[src/rtl/ram_n_if.sv]
// Bus bundle for ram_n: write data, shared address, load/clear controls, read data and ready.
// The master drives the requests and the slave (the RAM) returns data and status.
interface ram_n_if #(
    parameter int WIDTH = 16,
    parameter int DEPTH = 8
);
    localparam int ADDR_W = $clog2(DEPTH);

    logic [WIDTH-1:0]  in;
    logic [ADDR_W-1:0] address;
    logic              load;
    logic              clear;
    logic [WIDTH-1:0]  out;
    logic              ready;

    modport master (
        output in, address, load, clear,
        input  out, ready
    );

    modport slave (
        input  in, address, load, clear,
        output out, ready
    );
endinterface

[src/rtl/ram_n.sv]
// Parametrised RAM with synchronous write, combinational read and a hardware clear sweep.
// The sweep runs after reset and on request; reads return zero until the sweep completes.
module ram_n #(
    parameter int              WIDTH       = 16,
    parameter int              DEPTH       = 8,
    parameter logic [WIDTH-1:0] CLEAR_VALUE = '0
) (
    input  logic    clock,
    input  logic    reset_n,
    ram_n_if.slave  bus
);
    localparam int ADDR_W = $clog2(DEPTH);
    localparam logic [ADDR_W-1:0] LAST_PTR = ADDR_W'(DEPTH - 1);

    typedef enum logic {ST_CLEAR, ST_IDLE} state_t;

    state_t            state_q, state_d;
    logic [ADDR_W-1:0] ptr_q, ptr_d;
    logic              ready_q, ready_d;

    logic [WIDTH-1:0]  mem [DEPTH];
    logic              mem_we;
    logic [ADDR_W-1:0] mem_addr;
    logic [WIDTH-1:0]  mem_wdata;

    always_ff @(posedge clock or negedge reset_n) begin
        if (!reset_n) begin
            state_q <= ST_CLEAR;
            ptr_q   <= '0;
            ready_q <= 1'b0;
        end else begin
            state_q <= state_d;
            ptr_q   <= ptr_d;
            ready_q <= ready_d;
        end
    end

    // A clear request always wins: it restarts the sweep from word 0 in either state.
    always_comb begin
        state_d = state_q;
        ptr_d   = ptr_q;
        ready_d = ready_q;
        case (state_q)
            ST_CLEAR: begin
                if (bus.clear) begin
                    ptr_d = '0;
                end else if (ptr_q == LAST_PTR) begin
                    state_d = ST_IDLE;
                    ready_d = 1'b1;
                    ptr_d   = '0;
                end else begin
                    ptr_d = ptr_q + 1'b1;
                end
            end
            ST_IDLE: begin
                if (bus.clear) begin
                    state_d = ST_CLEAR;
                    ptr_d   = '0;
                    ready_d = 1'b0;
                end
            end
            default: begin
                state_d = ST_CLEAR;
                ptr_d   = '0;
                ready_d = 1'b0;
            end
        endcase
    end

    always_comb begin
        mem_we    = 1'b0;
        mem_addr  = bus.address;
        mem_wdata = bus.in;
        case (state_q)
            ST_CLEAR: begin
                mem_we    = 1'b1;
                mem_addr  = ptr_q;
                mem_wdata = CLEAR_VALUE;
            end
            ST_IDLE: begin
                mem_we = bus.load && !bus.clear;
            end
            default: begin
                mem_we = 1'b0;
            end
        endcase
        bus.ready = ready_q;
        bus.out   = ready_q ? mem[bus.address] : '0;
    end

    // Storage has no reset; its contents are defined by the sweep or by loads.
    always_ff @(posedge clock) begin
        if (mem_we) begin
            mem[mem_addr] <= mem_wdata;
        end
    end
endmodule

[src/flat_wrapper.sv]
// flat-port wrapper written by rule: the top's interface ports become plain ports
module ram_n_flat 
#(
    parameter int              WIDTH       = 16,
    parameter int              DEPTH       = 8,
    parameter logic [WIDTH-1:0] CLEAR_VALUE = '0
)
  (clock, reset_n, bus_in, bus_address, bus_load, bus_clear, bus_out, bus_ready);
  ram_n_if #(.WIDTH(WIDTH), .DEPTH(DEPTH)) bus_i ();
  input  logic clock;
  input  logic reset_n;
  input wire logic [$bits(bus_i.in)-1:0] bus_in;
  input wire logic [$bits(bus_i.address)-1:0] bus_address;
  input wire logic [$bits(bus_i.load)-1:0] bus_load;
  input wire logic [$bits(bus_i.clear)-1:0] bus_clear;
  output wire logic [$bits(bus_i.out)-1:0] bus_out;
  output wire logic [$bits(bus_i.ready)-1:0] bus_ready;
  assign bus_i.in = bus_in;
  assign bus_i.address = bus_address;
  assign bus_i.load = bus_load;
  assign bus_i.clear = bus_clear;
  assign bus_out = bus_i.out;
  assign bus_ready = bus_i.ready;
  ram_n #(.WIDTH(WIDTH), .DEPTH(DEPTH), .CLEAR_VALUE(CLEAR_VALUE)) u_core (.clock(clock), .reset_n(reset_n), .bus(bus_i));
endmodule
[config.mk]
export PLATFORM = sky130hd
export DESIGN_NAME = ram_n_flat
export DESIGN_NICKNAME = d
export VERILOG_FILES = /design/src/rtl/ram_n_if.sv /design/src/rtl/ram_n.sv /design/src/flat_wrapper.sv
export SDC_FILE = /design/constraint.sdc
export NUM_CORES = 1
export LEC_CHECK = 0
export CAP_MARGIN = 25
export CELL_PAD_IN_SITES_DETAIL_PLACEMENT = 1
export CELL_PAD_IN_SITES_GLOBAL_PLACEMENT = 2
export CORE_MARGIN = 2
export CORE_UTILIZATION = 48
export DETAILED_ROUTE_END_ITERATION = 12
export PLACE_DENSITY_LB_ADDON = 0.1
export SETUP_SLACK_MARGIN = 0.5
export SYNTH_ARGS = -nofsm -noshare
export SYNTH_HDL_FRONTEND = slang
export SYNTH_SLANG_ARGS = --single-unit
[constraint.sdc]
create_clock -name clock -period 3.3 [get_ports clock]
set_input_delay 0.99 -clock clock [delete_from_list [all_inputs] [get_ports clock]]
set_output_delay 0.99 -clock clock [all_outputs]
set_load 0.05 [all_outputs]
==> results.md, run 1 <==
* Run status: finished, final reports clean
* Die width at 110 um
* Origin of the critical flop-to-flop path: u_core.state_q
* Largest net degree at the start of global routing at 19
* Final HPWL from detailed placement at 7.57 mm
* Worst min-delay path endpoint: u_core.ptr_q[1]
* Portion of the post-synthesis area used by sequential elements at 74.1%
* Fraction of final layout cells sized beyond drive strength 1 at between 40% and 50%
* Switching power as a share of total power at between 20% and 30%
* I/O pin total at 40
* Area of the placeable core at between 10000 and 15000 sq um
* Pre-CTS worst setup slack at -154 ps
* Antenna cells at 0
* Cell internal pwr at about 3.3 mW
* R2r endpoint: u_core.mem[4][6]
* Area of the multi-input gates at 1510 sq um
* TritonCTS clock tree: yes
* Achievable frequency at 322 MHz
* Hold path startpoint: u_core.ptr_q[1]
* # rows at 38
* Max_cap viols at 0
* Number of hold buffers added after cts at 0
* # DRC at 0
* Share of total power in the clock network at a little over two fifths
* Tightest hold margin at 604 ps
* Clock transition time at the flip-flop clock pins of the worst setup and hold paths at about 60 ps
* Post-Synthesis Cells at ~280
* Depth of the worst hold-timing path at 2
* Post-synthesis register bit count at between 100 and 150
* Tot GR Track Use at 23.8%
* Critical path data required time at between 2000 and 2500 ps
* Number of library cell types mapped by synthesis at 21
* Count of non-filler cells in the finished layout at between 500 and 600
* Post-detailed-route count of antenna-violating nets at 0
* Worst Clk Skew at 5.28 ps
* CTS Buffer Depth at 2
* Synthesized cell area at approximately 5400 sq um
* Wire length of the first global-routing pass at between 15 and 20 mm
* Via density at between 5 and 6
* Worst path setup slack after routing at roughly 190 ps
* First-pass iteration count of the detailed router at 4
* Most frequent standard cell in the layout excluding fill and tap cells: edfxtp_1
* Post-synth net total at around 300
* Final weighted congestion in routability-driven placement at roughly 0.72
* Measured slew at the worst slew-check pin at approximately 720 ps
* Placed standard-cell area at between 6000 and 7000 sq um
* Overflow after GRT at 0
* Routed length per placed instance at between 20 and 30 um
* Layout overhead on the synthesized area at 31.7%
* Die Footprint at approximately 12000 sq um
* Share of total power in combinational logic at 11.4%
* Total number of nets in the final design at 383
* Fin. max-slew vios at 0
* Leakage component of the power at between 2 and 3 nW
* Total clock buffers created by CTS at 17
* Crit. End Element: primary output
* CTS H-Tree Depth at 4
* Final design instance area without fill at between 7000 and 8000 sq um
* I/O Buffers at 39
* Final count of hold timing violations at 0
* Worst slew margin relative to its limit at 51.6%
* Proportion of power drawn by flip-flops and latches at a little under half
* Post-Route Utilization at 65.0%
* Max VDD drop at between 0.3 and 0.4 mV
* Final min period at between 3000 and 4000 ps
* Kind of critical path: in2out
* Clk_lat worst skew at between 500 and 600 ps
* Total Routed Length at roughly 13 mm
* Setup slack on the worst flop-to-flop path at 1050 ps
* Initial antenna violation count at 0
* Crit path arrival time at 2120 ps
* Count of vias placed by the detailed router at 2949
* Period Utilization, post-route at a little over nine tenths
* Detailed router's first-iteration violation count at between 150 and 200
* Flip-flop and latch area at approximately 4000 sq um
* Sinks on Clock Net at about 130
* PD cells at around 610 nW/um^2
* Mean post-synth cell area at roughly 19 sq um
* Most used cells in the layout excluding fill and tap cells: edfxtp_1 (128), mux4_2 (32), nand2_2 (31)
* Switching power at around 1 mW
* Warnings from Yosys at 0
* Number of endpoints failing setup at the final stage at 0
* Critical path peak fanout at 8
* Unrepaired setup endpoints after global routing: yes
* Number of cell instances on the worst register-to-register path at 4
* Effective utilization at floorplan at 49.4%
* Via count of the first global-routing pass at 3241
* Clock root buffer master: clkbuf_8
* Placed instance count at around 470
* Startpoint Class: input port
* Hold Crit Class: reg2reg
* Floorplan die height at roughly 110 um
* Final-layout fill cell count at about 930
-- per-layer routing --
| layer | global-route usage (%) | vias up | wire length, um |
|---|---|---|---|
| met5 | 0 | - | 0 |
| met4 | 9.95 | 0 | 157 |
| met3 | 6.64 | 13 | 627 |
| met2 | 39.6 | 97 | 6870 |
| met1 | 29.6 | 1571 | 5240 |
| li1 | - | 1268 | - |
-- synth_stat cells --
cell,instances,share of area [%]
edfxtp_1,128,72
mux4_2,32,13
nand2_1,32,2.2
a21boi_1,16,2.2
and2_1,16,1.9
nor2_1,15,1.1
buf_2,8,0.75
dfrtp_1,5,2.3
a32oi_1,4,0.65
inv_1,4,0.28
clkbuf_1,3,0.21
nor2b_1,3,0.35
a21oi_1,2,0.19
a31oi_1,2,0.23
buf_12,2,0.75
buf_6,2,0.42
ha_1,2,0.47
mux2i_1,2,0.37
clkinv_1,1,0.070
nor3_1,1,0.093
o2bb2ai_1,1,0.16
-- sequential cells by signal, summed over array words and instances (netlist names) --
name and cells:
u_core.state_q 1, u_core.ptr_q 3, u_core.bus.ready 1, u_core.mem 128
-- critical path: stages --
cell	delay (ps)
buf_12	130
buf_12	150
mux4_2	540
nand2_2	100
a21boi_4	50
buf_6	150
-- through the flow --
stage | setup TNS [ps] | power (mW)
global placement | -1810 | 2.41
detailed placement | -2080 | 2.42
floorplan | 0 | 2.26
CTS | 0 | 4.32
global route | 0 | 4.41
finish | 0 | 4.29
-- how the worst max path moves through the flow --
stage / startpoint / to
floorplan: bus_address[0] / bus_out[1]
global route: bus_address[0] / bus_out[1]
detailed placement: bus_address[2] / bus_out[15]
finish: bus_address[0] / bus_out[0]
CTS: bus_address[0] / bus_out[0]
global placement: bus_address[2] / bus_out[15]
-- layout make-up --
| cell class | instances | share of cell area [%] |
|---|---|---|
| timing repair buffer | 73 | 11.3 |
| sequential | 133 | 56.3 |
| multi-input combinational | 128 | 21.4 |
| inverter | 5 | 0.266 |
| clock inverter | 14 | 2.29 |
| clock buffer | 18 | 5.93 |
| tap | 140 | 2.48 |
-- power groups by stage --
stage               registers (mW)  clock network [mW]  logic, mW
floorplan                     1.97                   0      0.289
global placement              1.97                   0      0.432
global route                  1.95                1.94      0.516
finish                        1.95                1.85      0.489
CTS                           1.95                1.88      0.493
detailed placement            1.98                   0      0.438
-- timing repair --
action                     CTS  global route
hold endpoints to repair     0             0
gates cloned                 4             0
setup endpoints to repair   16            16
pin swaps                   20            11
buffers inserted             1             0
gates resized for setup     53             0
-- logic make-up after synthesis --
family	synth area share, %
flops	74.1
simple gates	5.61
mux	13.8
compound gates	3.48
buf+inv	2.48
fa+ha+maj	0.467
(Power assumes the default switching activity.)
==> run 2: changes to the inputs <==
Settings changed: HOLD_SLACK_MARGIN from default to 0.15.
==> results of run 2 <==
The final DEF is identical to that of run 1; final timing and power are the same.
==> run 3: changes to the inputs <==
Settings changed: CTS_CLUSTER_DIAMETER from default to 30, HOLD_SLACK_MARGIN 0.15 to 0.1.
==> results of run 3 <==
The final DEF is identical to that of run 1; final timing and power are the same.
